## config.mk

```make
export PLATFORM = sky130hd
export DESIGN_NAME = dma_port_arb_flat
export DESIGN_NICKNAME = d
export VERILOG_FILES = /design/src/rtl/dma_port_arb_pkg.sv /design/src/rtl/dma_port_arb_if.sv /design/src/rtl/dma_port_arb_rr_pick.sv /design/src/rtl/dma_port_arb.sv /design/src/flat_wrapper.sv
export SDC_FILE = /design/constraint.sdc
export NUM_CORES = 1
export LEC_CHECK = 0
export BUFFER_PORTS_ARGS = -buffer_cell sky130_fd_sc_hd__clkbuf_2
export CAP_MARGIN = 20
export CORE_MARGIN = 1.5
export CORE_UTILIZATION = 40
export CTS_BUF_LIST = sky130_fd_sc_hd__clkbuf_4 sky130_fd_sc_hd__clkbuf_8
export CTS_CLUSTER_SIZE = 20
export DETAILED_ROUTE_END_ITERATION = 10
export PLACE_DENSITY = 0.79
export SLEW_MARGIN = 10
export SYNTH_ARGS = -nofsm -noshare
export SYNTH_HDL_FRONTEND = slang
export SYNTH_SLANG_ARGS = --single-unit
export TNS_END_PERCENT = 30
```

## constraint.sdc

```tcl
create_clock -name clk -period 11.1 [get_ports clk]
set_clock_uncertainty 0.15 [all_clocks]
set_input_delay 1.11 -clock clk [delete_from_list [all_inputs] [get_ports clk]]
set_output_delay 1.11 -clock clk [all_outputs]
set_load 0.005 [all_outputs]
```

## src/rtl/dma_port_arb_pkg.sv

```systemverilog
// dma_port_arb_pkg: shared FSM encoding, memory-controller command codes and port grouping
package dma_port_arb_pkg;
  typedef enum logic [1:0] {IDLE = 2'd0, ISSUE = 2'd1, WAIT = 2'd2} state_e;
  localparam logic [2:0] INSTR_WR = 3'b000;
  localparam logic [2:0] INSTR_RD = 3'b001;
  localparam int NWR = 2;
endpackage

```

## src/rtl/dma_port_arb_if.sv

```systemverilog
// dma_port_arb_if: requester, memory-controller command and beat signals of the arbiter
interface dma_port_arb_if #(parameter int NPORT = 6);
  logic [NPORT-1:0]    req_en;
  logic [NPORT*30-1:0] req_addr;
  logic [NPORT-1:0]    gnt;
  logic                mc_cmd_en;
  logic [2:0]          mc_cmd_instr;
  logic [5:0]          mc_cmd_bl;
  logic [29:0]         mc_cmd_addr;
  logic                mc_cmd_full;
  logic                beat;
  logic                busy;
  modport master (
    output req_en, req_addr, mc_cmd_full, beat,
    input  gnt, mc_cmd_en, mc_cmd_instr, mc_cmd_bl, mc_cmd_addr, busy
  );
  modport slave (
    input  req_en, req_addr, mc_cmd_full, beat,
    output gnt, mc_cmd_en, mc_cmd_instr, mc_cmd_bl, mc_cmd_addr, busy
  );
endinterface

```

## src/rtl/dma_port_arb_rr_pick.sv

```systemverilog
// dma_port_arb_rr_pick: one-hot round-robin pick of the first request after ptr_i
module dma_port_arb_rr_pick #(
  parameter int N = 6,
  localparam int PW = (N > 1) ? $clog2(N) : 1
) (
  input  logic [N-1:0]  req_i,
  input  logic [PW-1:0] ptr_i,
  output logic [N-1:0]  pick_o,
  output logic          valid_o
);
  // scanning from the far end lets the nearest request overwrite earlier hits
  always_comb begin
    pick_o = '0;
    for (int k = N; k >= 1; k--)
      pick_o = req_i[PW'((int'(ptr_i) + k) % N)] ? N'(1) << ((int'(ptr_i) + k) % N) : pick_o;
  end
  assign valid_o = |req_i;
endmodule

```

## src/rtl/dma_port_arb.sv

```systemverilog
// dma_port_arb: round-robin burst arbiter issuing one memory-controller command per grant
// DMA_ARB_WRITE_PRIORITY_EN: write ports 0..1 always beat read ports, each group round-robin
module dma_port_arb
  import dma_port_arb_pkg::*;
#(
  parameter int BURST_LEN = 16,
  parameter int NPORT = 6
) (
  input logic clk,
  input logic rst,
  dma_port_arb_if.slave bus_if
);
  localparam int PW = $clog2(NPORT);
  localparam int CW = $clog2(BURST_LEN) + 1;
  state_e           state_q, state_d;
  logic [NPORT-1:0] gnt_q, gnt_d, pick;
  logic [29:0]      addr_q, addr_d;
  logic [2:0]       instr_q, instr_d;
  logic             en_q, en_d, valid, done;
  logic [CW-1:0]    cnt_q, cnt_d;
  logic [PW-1:0]    win_idx, gnt_idx;
`ifdef DMA_ARB_WRITE_PRIORITY_EN
  localparam int NRD = NPORT - NWR;
  localparam int WW = $clog2(NWR);
  localparam int RW = (NRD > 1) ? $clog2(NRD) : 1;
  logic [WW-1:0]  wptr_q, wptr_d;
  logic [RW-1:0]  rptr_q, rptr_d;
  logic [NWR-1:0] wpick;
  logic [NRD-1:0] rpick;
  logic           wvalid, rvalid;
  dma_port_arb_rr_pick #(.N(NWR)) u_wr_pick (
    .req_i(bus_if.req_en[NWR-1:0]), .ptr_i(wptr_q), .pick_o(wpick), .valid_o(wvalid)
  );
  dma_port_arb_rr_pick #(.N(NRD)) u_rd_pick (
    .req_i(bus_if.req_en[NPORT-1:NWR]), .ptr_i(rptr_q), .pick_o(rpick), .valid_o(rvalid)
  );
  assign pick   = wvalid ? {{NRD{1'b0}}, wpick} : {rpick, {NWR{1'b0}}};
  assign valid  = wvalid | rvalid;
  assign wptr_d = done && gnt_idx < PW'(NWR) ? WW'(gnt_idx) : wptr_q;
  assign rptr_d = done && gnt_idx >= PW'(NWR) ? RW'(gnt_idx - PW'(NWR)) : rptr_q;
  always_ff @(posedge clk or posedge rst)
    if (rst) begin
      wptr_q <= WW'(NWR - 1);
      rptr_q <= RW'(NRD - 1);
    end else begin
      wptr_q <= wptr_d;
      rptr_q <= rptr_d;
    end
`else
  logic [PW-1:0] ptr_q, ptr_d;
  dma_port_arb_rr_pick #(.N(NPORT)) u_pick (
    .req_i(bus_if.req_en), .ptr_i(ptr_q), .pick_o(pick), .valid_o(valid)
  );
  assign ptr_d = done ? gnt_idx : ptr_q;
  always_ff @(posedge clk or posedge rst)
    if (rst) ptr_q <= PW'(NPORT - 1);
    else ptr_q <= ptr_d;
`endif
  always_comb begin
    win_idx = '0;
    gnt_idx = '0;
    for (int i = 0; i < NPORT; i++) begin
      win_idx = pick[i] ? PW'(i) : win_idx;
      gnt_idx = gnt_q[i] ? PW'(i) : gnt_idx;
    end
  end
  assign done = state_q == WAIT && bus_if.beat && cnt_q == CW'(BURST_LEN - 1);
  always_comb begin
    state_d = state_q;
    gnt_d   = gnt_q;
    addr_d  = addr_q;
    instr_d = instr_q;
    cnt_d   = cnt_q;
    en_d    = 1'b0;
    case (state_q)
      IDLE: if (valid) begin
        state_d = ISSUE;
        gnt_d   = pick;
        addr_d  = bus_if.req_addr[30*int'(win_idx) +: 30];
        instr_d = win_idx < PW'(NWR) ? INSTR_WR : INSTR_RD;
      end
      ISSUE: if (!bus_if.mc_cmd_full) begin
        state_d = WAIT;
        en_d    = 1'b1;
      end
      WAIT: if (bus_if.beat) begin
        state_d = done ? IDLE : WAIT;
        gnt_d   = done ? '0 : gnt_q;
        cnt_d   = done ? '0 : cnt_q + 1'b1;
      end
      default: state_d = IDLE;
    endcase
  end
  always_ff @(posedge clk or posedge rst)
    if (rst) begin
      state_q <= IDLE;
      gnt_q   <= '0;
      addr_q  <= '0;
      instr_q <= INSTR_WR;
      cnt_q   <= '0;
      en_q    <= 1'b0;
    end else begin
      state_q <= state_d;
      gnt_q   <= gnt_d;
      addr_q  <= addr_d;
      instr_q <= instr_d;
      cnt_q   <= cnt_d;
      en_q    <= en_d;
    end
  assign bus_if.gnt          = gnt_q;
  assign bus_if.mc_cmd_en    = en_q;
  assign bus_if.mc_cmd_instr = instr_q;
  assign bus_if.mc_cmd_addr  = addr_q;
  assign bus_if.mc_cmd_bl    = 6'(BURST_LEN - 1);
  assign bus_if.busy         = state_q != IDLE;
endmodule
```

## src/flat_wrapper.sv

```systemverilog
// flat-port wrapper written by rule: the top's interface ports become plain ports
module dma_port_arb_flat import dma_port_arb_pkg::*;
#(
  parameter int BURST_LEN = 16,
  parameter int NPORT = 6
)
  (clk, rst, bus_if_req_en, bus_if_req_addr, bus_if_mc_cmd_full, bus_if_beat, bus_if_gnt, bus_if_mc_cmd_en, bus_if_mc_cmd_instr, bus_if_mc_cmd_bl, bus_if_mc_cmd_addr, bus_if_busy);
  dma_port_arb_if #(.NPORT(NPORT)) bus_if_i ();
  input logic clk;
  input logic rst;
  input wire logic [$bits(bus_if_i.req_en)-1:0] bus_if_req_en;
  input wire logic [$bits(bus_if_i.req_addr)-1:0] bus_if_req_addr;
  input wire logic [$bits(bus_if_i.mc_cmd_full)-1:0] bus_if_mc_cmd_full;
  input wire logic [$bits(bus_if_i.beat)-1:0] bus_if_beat;
  output wire logic [$bits(bus_if_i.gnt)-1:0] bus_if_gnt;
  output wire logic [$bits(bus_if_i.mc_cmd_en)-1:0] bus_if_mc_cmd_en;
  output wire logic [$bits(bus_if_i.mc_cmd_instr)-1:0] bus_if_mc_cmd_instr;
  output wire logic [$bits(bus_if_i.mc_cmd_bl)-1:0] bus_if_mc_cmd_bl;
  output wire logic [$bits(bus_if_i.mc_cmd_addr)-1:0] bus_if_mc_cmd_addr;
  output wire logic [$bits(bus_if_i.busy)-1:0] bus_if_busy;
  assign bus_if_i.req_en = bus_if_req_en;
  assign bus_if_i.req_addr = bus_if_req_addr;
  assign bus_if_i.mc_cmd_full = bus_if_mc_cmd_full;
  assign bus_if_i.beat = bus_if_beat;
  assign bus_if_gnt = bus_if_i.gnt;
  assign bus_if_mc_cmd_en = bus_if_i.mc_cmd_en;
  assign bus_if_mc_cmd_instr = bus_if_i.mc_cmd_instr;
  assign bus_if_mc_cmd_bl = bus_if_i.mc_cmd_bl;
  assign bus_if_mc_cmd_addr = bus_if_i.mc_cmd_addr;
  assign bus_if_busy = bus_if_i.busy;
  dma_port_arb #(.BURST_LEN(BURST_LEN), .NPORT(NPORT)) u_core (.clk(clk), .rst(rst), .bus_if(bus_if_i));
endmodule
```

==> summary.txt, run 1 <==
Timing
  – Slew @ Worst Pin: 1.082 ns
  – Final Cycle Share: approximately 62%
  – RSZ-0062 raised after global routing: false
  – Slew Viols, Final: 0
  – Rel. slew slack: roughly 28%
  – Final critical-path required period: slightly below 7 ns
  – Highest clock rate: ~0.14 GHz
  – Final setup violation count: 0
  – Final Hold Vio Count: 0
  – Setup TNS: 0 ns
  – Hold WS: between 0.3 and 0.4 ns
  – Worst Slack Setup Final: ~4.2 ns

Setup path
  – Startpoint Class: flop
  – Critical path type: flop to flop
  – Max incr delay on CP: 0.97 ns
  – Crit end category: flop
  – R2r worst-path depth: 18
  – Critical Path End: u_core.bus_if.mc_cmd_addr[14]$_DFFE_PP0P_
  – WP buf/inv: 5
  – Max FO, Critical Path: slightly above 60
  – CP dominant cell by count: ha_1
  – R2r setup slk: ~4.2 ns
  – Crit path DAT: 6.93 ns
  – Worst r2r dst: u_core.bus_if.mc_cmd_addr[14]$_DFFE_PP0P_
  – Critical path startpoint: u_core.ptr_q[0]$_DFFE_PP1P_
  – CP max stage cell: dfstp_2
  – CP required: approximately 11 ns
  – Worst path depth: 18
  – R2R Path Start: u_core.ptr_q[0]$_DFFE_PP1P_
  – Delay-heaviest family, CP: compound AO/OA/AOI/OAI gates
  – Critical path cell sequence: clkinv_1 > ha_1 > inv_1 > ha_1 > inv_1 > ha_1 > nor2b_1 > nor4_1 > mux2_2 > nor3_1 > buf_4 > a211oi_1 > a311oi_1 > a21o_2 > nor2_2 > buf_4 > a221oi_1 > a221oi_2

GRT
  – Pin count of the biggest net entering global routing: 65
  – First-pass GRT wire length: approximately 32000 um
  – GRT Overall Usage: 27.99%
  – Grt total ovfl: 0
  – Initial antenna violation count: 0
  – Vias in the first global route: between 5000 and 6000

Power and ir drop
  – Leak pwr: a little under 0.003 uW
  – Peak supply drop: between 100 and 150 uV
  – Cell Pwr Density: roughly 240 nW/um^2
  – Total power: between 1500 and 2000 uW

Clocking
  – H-tree level count: 2
  – Post-cts gate resize count: 0
  – Clock buffer depth: 2
  – Clock Sinks: 48
  – Worst-Skew Late Latency: 0.32 ns
  – Clock-pin slew on the worst setup and hold paths: ~0.10 ns
  – Clk root buf: clkbuf_8
  – Setup Buffers After CTS: 0
  – Cts hold-fix bufs: 0
  – Num CTS Buffers: 5
  – CTS tree: yes

Run
  – Max Cap Viol: 0

Die
  – Ports: roughly 240
  – Die Y: between 100 and 150 um
  – Row count: 42
  – Core Footprint: 13190 um^2
  – Die width: approximately 120 um
  – DIE AREA: 14190 um^2
  – Starting Density: 40.88%

Drt
  – # DRC: 0
  – Top sig layer: met4
  – Routed Antenna Nets: 0
  – Via density: approximately 6.3
  – Routed wire length: about 20000 um
  – Post-Route M1 WL: just over 8000 um
  – Iter 0 DRT Violations: 666
  – Wire length per cell: ~20 um
  – Met2 WL: about 9400 um
  – Drt first pass iters: 5
  – Routed wl met3: between 1500 and 2000 um
  – Vias: between 6000 and 7000

Synthesis
  – Synth Flop Type: dfrtp_1
  – Cell area after synthesis: between 5000 and 6000 um^2
  – Syn Area/Cell: about 8.3 um^2
  – Synth Register Bits: between 40 and 50
  – Most instantiated library cell after synthesis: a221oi_1
  – Warnings, synthesis: 0
  – Share of the synthesized area in the top cell type: between 20% and 30%
  – Seq/Total Area, Yosys: around 22%
  – Synth area leader: dfrtp_1
  – Synth area leaders: dfrtp_1 21%, a221oi_1 10%, a221oi_2 8.1%
  – Synth top cells by count: 62 x a221oi_1, 54 x nor2_1, 49 x o21ai_0
  – Asr flop ratio synth: 100.0%
  – Post-synth EDFFs: 0
  – Cells after Synth: 647
  – Yosys cell types: 75

Worst hold path
  – Worst hold path type: flop to flop

Cells and area
  – Final Instance Count excl. Fillers: 1008
  – Register Area: 1204 um^2
  – Area taken by multi-input logic gates: slightly below 4000 um^2
  – # diodes: 0
  – FILL cells: approximately 1300
  – Layout Nets: 1042
  – P&R area growth vs syn: 23.78%
  – Share of cells above drive strength 1: between 30% and 40%

Placement
  – Post-place setup slack: roughly 4.3 ns
  – RD Place Congestion: slightly above 0.9
  – Hpwl dp: 15010 um
  – Port Buffers: approximately 230
  – Placed cells: 1000

Status
  – Outcome: finished clean
[stage by stage]
step / cell area, um^2 / util [%]
final: 6675 / 50.61
after global routing: 6675 / 50.61
after CTS: 6675 / 50.61
after detailed placement: 6564 / 49.76
after global placement: 6564 / 49.76
after floorplan: 5415 / -
[registers in the layout, summed over array words and instances (netlist names)]
signal                      flops
u_core.bus_if.gnt               6
u_core.bus_if.mc_cmd_addr      30
u_core.bus_if.mc_cmd_en         1
u_core.bus_if.mc_cmd_instr      1
u_core.cnt_q                    5
u_core.ptr_q                    3
u_core.state_q                  2
[cell type report]
class                   count  area share (%)
clock inverters             3          0.6373
clock buffers               5           1.031
well taps                 176           3.299
repair buffers            241           18.56
inverters                  14          0.7873
multi-input cells         521           57.66
flip-flops and latches     48           18.03
[routing by layer]
layer  GRT usage [%]  vias to the layer above
met4           13.48                        0
met3           5.987                       71
met5               0                        -
li1                -                     2926
met2           43.61                      385
met1           36.82                     2962
[where the power goes]
part / total, uW / leakage (uW) / internal, uW / switching [uW]
clock: 135 / 0.0000541 / 66.9 / 68.0
combinational: 1160 / 0.00233 / 466 / 690
sequential: 325 / 0.000559 / 259 / 65.4
[worst min-delay path by stage]
stage	startpoint	endpoint	depth (start not counted)
global placement	u_core.cnt_q[3]$_DFFE_PP0P_	u_core.cnt_q[3]$_DFFE_PP0P_	1
global route	u_core.cnt_q[3]$_DFFE_PP0P_	u_core.cnt_q[3]$_DFFE_PP0P_	1
floorplan	u_core.cnt_q[3]$_DFFE_PP0P_	u_core.cnt_q[3]$_DFFE_PP0P_	1
finish	u_core.cnt_q[3]$_DFFE_PP0P_	u_core.cnt_q[3]$_DFFE_PP0P_	1
detailed placement	u_core.bus_if.gnt[0]$_DFFE_PP0P_	u_core.bus_if.gnt[0]$_DFFE_PP0P_	2
CTS	u_core.cnt_q[3]$_DFFE_PP0P_	u_core.cnt_q[3]$_DFFE_PP0P_	1
[layout by cell type, fill, tap and decap left out, drive strengths merged, types with 3 or more instances in the layout]
master	count
clkbuf	233
a221oi	91
nor2	54
o21ai	54
dfrtp	46
nand3	38
nand2	34
a31o	30
ha	21
a21oi	20
buf	13
inv	13
mux2i	12
nor3	12
nor2b	10
and2	10
a211oi	10
conb	8
o211ai	7
o21a	6
or3	6
or4	6
nand3b	5
and3	5
nand2b	5
a31oi	5
mux2	5
nor4	5
a22o	4
a21o	4
a22oi	4
nand4	3
a211o	3
o31a	3
a41o	3
or2	3
nor3b	3
[logic make-up after synthesis]
| family | Yosys count | synth area share, % |
|---|---|---|
| buffers and inverters | 84 | 7.424 |
| other | 2 | 0.1393 |
| multiplexers | 19 | 4.107 |
| flip-flops | 48 | 22.32 |
| XOR/XNOR | 4 | 0.7890 |
| adder cells (fa/ha/maj) | 21 | 4.872 |
| AND/OR/NAND/NOR | 207 | 19.86 |
| AO/OA/AOI/OAI | 262 | 40.49 |
Power figures use the tool's default switching activity.
==> run 2, diff against run 1 <==
--- a/config.mk
+++ b/config.mk
@@ -12,7 +12,7 @@
 export CTS_BUF_LIST = sky130_fd_sc_hd__clkbuf_4 sky130_fd_sc_hd__clkbuf_8
 export CTS_CLUSTER_SIZE = 20
 export DETAILED_ROUTE_END_ITERATION = 10
-export PLACE_DENSITY = 0.79
+export PLACE_DENSITY = 0.82
 export SLEW_MARGIN = 10
 export SYNTH_ARGS = -nofsm -noshare
 export SYNTH_HDL_FRONTEND = slang
==> constraint.sdc (replaced) <==
create_clock -name clk -period 6.35 [get_ports clk]
set_clock_uncertainty 0.15 [all_clocks]
set_input_delay 0.635 -clock clk [delete_from_list [all_inputs] [get_ports clk]]
set_output_delay 0.635 -clock clk [all_outputs]
set_load 0.005 [all_outputs]
==> run 2 against run 1 <==
Critical path depth is 3 lower. Wire length decreased by 0.24%. Setup slack worse by 3.5 ns. Flip-flop and latch count unchanged. Die area stayed put. Clock power is 43% higher. Sequential share of layout area fell by 0.14 points. Cell area grew 0.81%. Global-route usage increased by 0.11 points. Clock-buffer cell count rose by 1.
==> summary.txt, run 2 (synthesized netlist as in run 1, its figures left out) <==
Status
  – Outcome: finished clean

Timing
  – Final setup violation count: 0
  – Slew @ Worst Pin: 0.9125 ns
  – Rel. slew slack: about two fifths
  – Final Hold Vio Count: 0
  – Slew Viols, Final: 0
  – Final critical-path required period: 5.701 ns
  – Final Cycle Share: 89.79%
  – Hold WS: ~0.32 ns
  – RSZ-0062 raised after global routing: false
  – Highest clock rate: around 0.18 GHz
  – Setup TNS: 0 ns
  – Worst Slack Setup Final: ~0.65 ns

Placement
  – RD Place Congestion: between 1 and 1.5
  – Area after DPL: 6640 um^2
  – Post-place setup slack: 0.6773 ns
  – Port Buffers: roughly 230
  – Hpwl dp: roughly 15000 um

Cells and area
  – # diodes: 0
  – Final instance area: 6729 um^2
  – Layout Nets: 1053
  – Share of cells above drive strength 1: 37.49%
  – P&R area growth vs syn: 24.78%
  – Commonest non-fill, non-tap cell in the layout: clkbuf_2
  – Max reg flops: 30
  – FILL cells: approximately 1300
  – Most frequent cells in the layout: 228 x clkbuf_2, 62 x a221oi_1, 53 x nor2_1, 49 x o21ai_0, 46 x dfrtp_1

GRT
  – Vias in the first global route: 5876
  – GRT Overall Usage: between 20% and 30%
  – Pin count of the biggest net entering global routing: 65
  – First-pass GRT wire length: ~32000 um
  – Grt total ovfl: 0
  – Initial antenna violation count: 0

Drt
  – Drt first pass iters: 5
  – # DRC: 0
  – Vias: 6386
  – Wire length per cell: 20.08 um
  – Routed Antenna Nets: 0
  – Via density: about 6.3
  – Routed wire length: a little over 20000 um
  – Iter 0 DRT Violations: 627

Clocking
  – Clock-pin slew on the worst setup and hold paths: approximately 0.10 ns
  – Clock buffer depth: 2
  – Clk root buf: clkbuf_8
  – CTS tree: yes
  – Clock Sinks: between 40 and 50
  – Num CTS Buffers: 5
  – Setup Buffers After CTS: 0
  – H-tree level count: 2
  – Worst-Skew Late Latency: 0.32 ns
  – Post-cts gate resize count: 0
  – Cts hold-fix bufs: 0

Die
  – Die Y: 119.1 um
  – Core Footprint: between 10000 and 15000 um^2
  – Row count: 42
  – DIE AREA: ~14000 um^2
  – Starting Density: slightly above 40%
  – Ports: 237
  – Die width: 119.1 um

Setup path
  – Critical path type: flop to flop
  – Crit path DAT: 5.72 ns
  – Startpoint Class: flop
  – Crit end category: flop
  – CP required: around 6.4 ns
  – Max FO, Critical Path: 32
  – R2r setup slk: approximately 0.65 ns

Run
  – Max Cap Viol: 0

Power and ir drop
  – Cell Pwr Density: about 420 nW/um^2
  – Peak supply drop: roughly 300 uV
  – Leak pwr: approximately 0.003 uW

Worst hold path
  – Worst hold path type: input pin to async pin
[run 2: cell types whose count changed in the layout (fill, tap and decap cells not counted)]
cell | before | now
bufinv_16 | 1 | 0
nor4_2 | 1 | 0
nor4_1 | 4 | 5
buf_4 | 13 | 24
clkbuf_4 | 0 | 1
[run 2: stage by stage]
step	util (%)	power (uW)	cells
floorplan	-	2028	653
global placement	50.34	2549	1011
detailed placement	50.34	2586	1011
CTS	51.02	2785	1019
global route	51.02	3014	1019
finish	51.02	2813	1019
[run 2: path summary, 6_finish.rpt]
kind	start	end	cells past startpoint
worst max register to register	u_core.ptr_q[2]$_DFFE_PP1P_	u_core.bus_if.mc_cmd_addr[29]$_DFFE_PP0P_	15
min in group clk	u_core.bus_if.gnt[0]$_DFFE_PP0P_	u_core.bus_if.gnt[0]$_DFFE_PP0P_	2
worst min register to register	u_core.bus_if.gnt[0]$_DFFE_PP0P_	u_core.bus_if.gnt[0]$_DFFE_PP0P_	2
max in group asynchronous	rst	u_core.bus_if.gnt[4]$_DFFE_PP0P_	3
worst min-delay path	rst	u_core.bus_if.mc_cmd_addr[11]$_DFFE_PP0P_	3
worst max-delay path	u_core.ptr_q[2]$_DFFE_PP1P_	u_core.bus_if.mc_cmd_addr[29]$_DFFE_PP0P_	15
[run 2: layer usage]
metal  GRT usage (%)  vias to the layer above  share of wire (%)
li1                -                     2945                  -
met1           38.84                     2991                 41
met2           45.52                      406                 47
met3           4.502                       44                9.4
met4           7.530                        0                2.5
met5               0                        -                  0
[run 2: critical path: stages, from the launching register on]
cell and delay, ns:
dfstp_2 0.79, inv_1 0.24, ha_1 0.41, a21o_1 0.29, ha_1 0.38, or4b_4 0.51, a32oi_2 0.27, nor2_1 0.05
or4_1 0.49, or4_1 0.54, a311oi_2 0.38, a211oi_4 0.06, buf_4 0.25, buf_4 0.28, a221oi_1 0.35, a221oi_2 0.10
[run 2: cell type report]
type,instances,area [um^2],share of cell area (%)
Inverter,14,52.55,0.7810
Timing Repair Buffer,252,1321,19.64
Clock buffer,6,76.32,1.134
Clock inverter,2,12.51,0.1859
Multi-Input combinational cell,521,3842,57.10
Sequential cell,48,1204,17.89
Tap cell,176,220.2,3.273
[run 2: power by group]
group,switching (uW),internal [uW]
logic,1220,837
registers,107,453
clock network,112,81.6
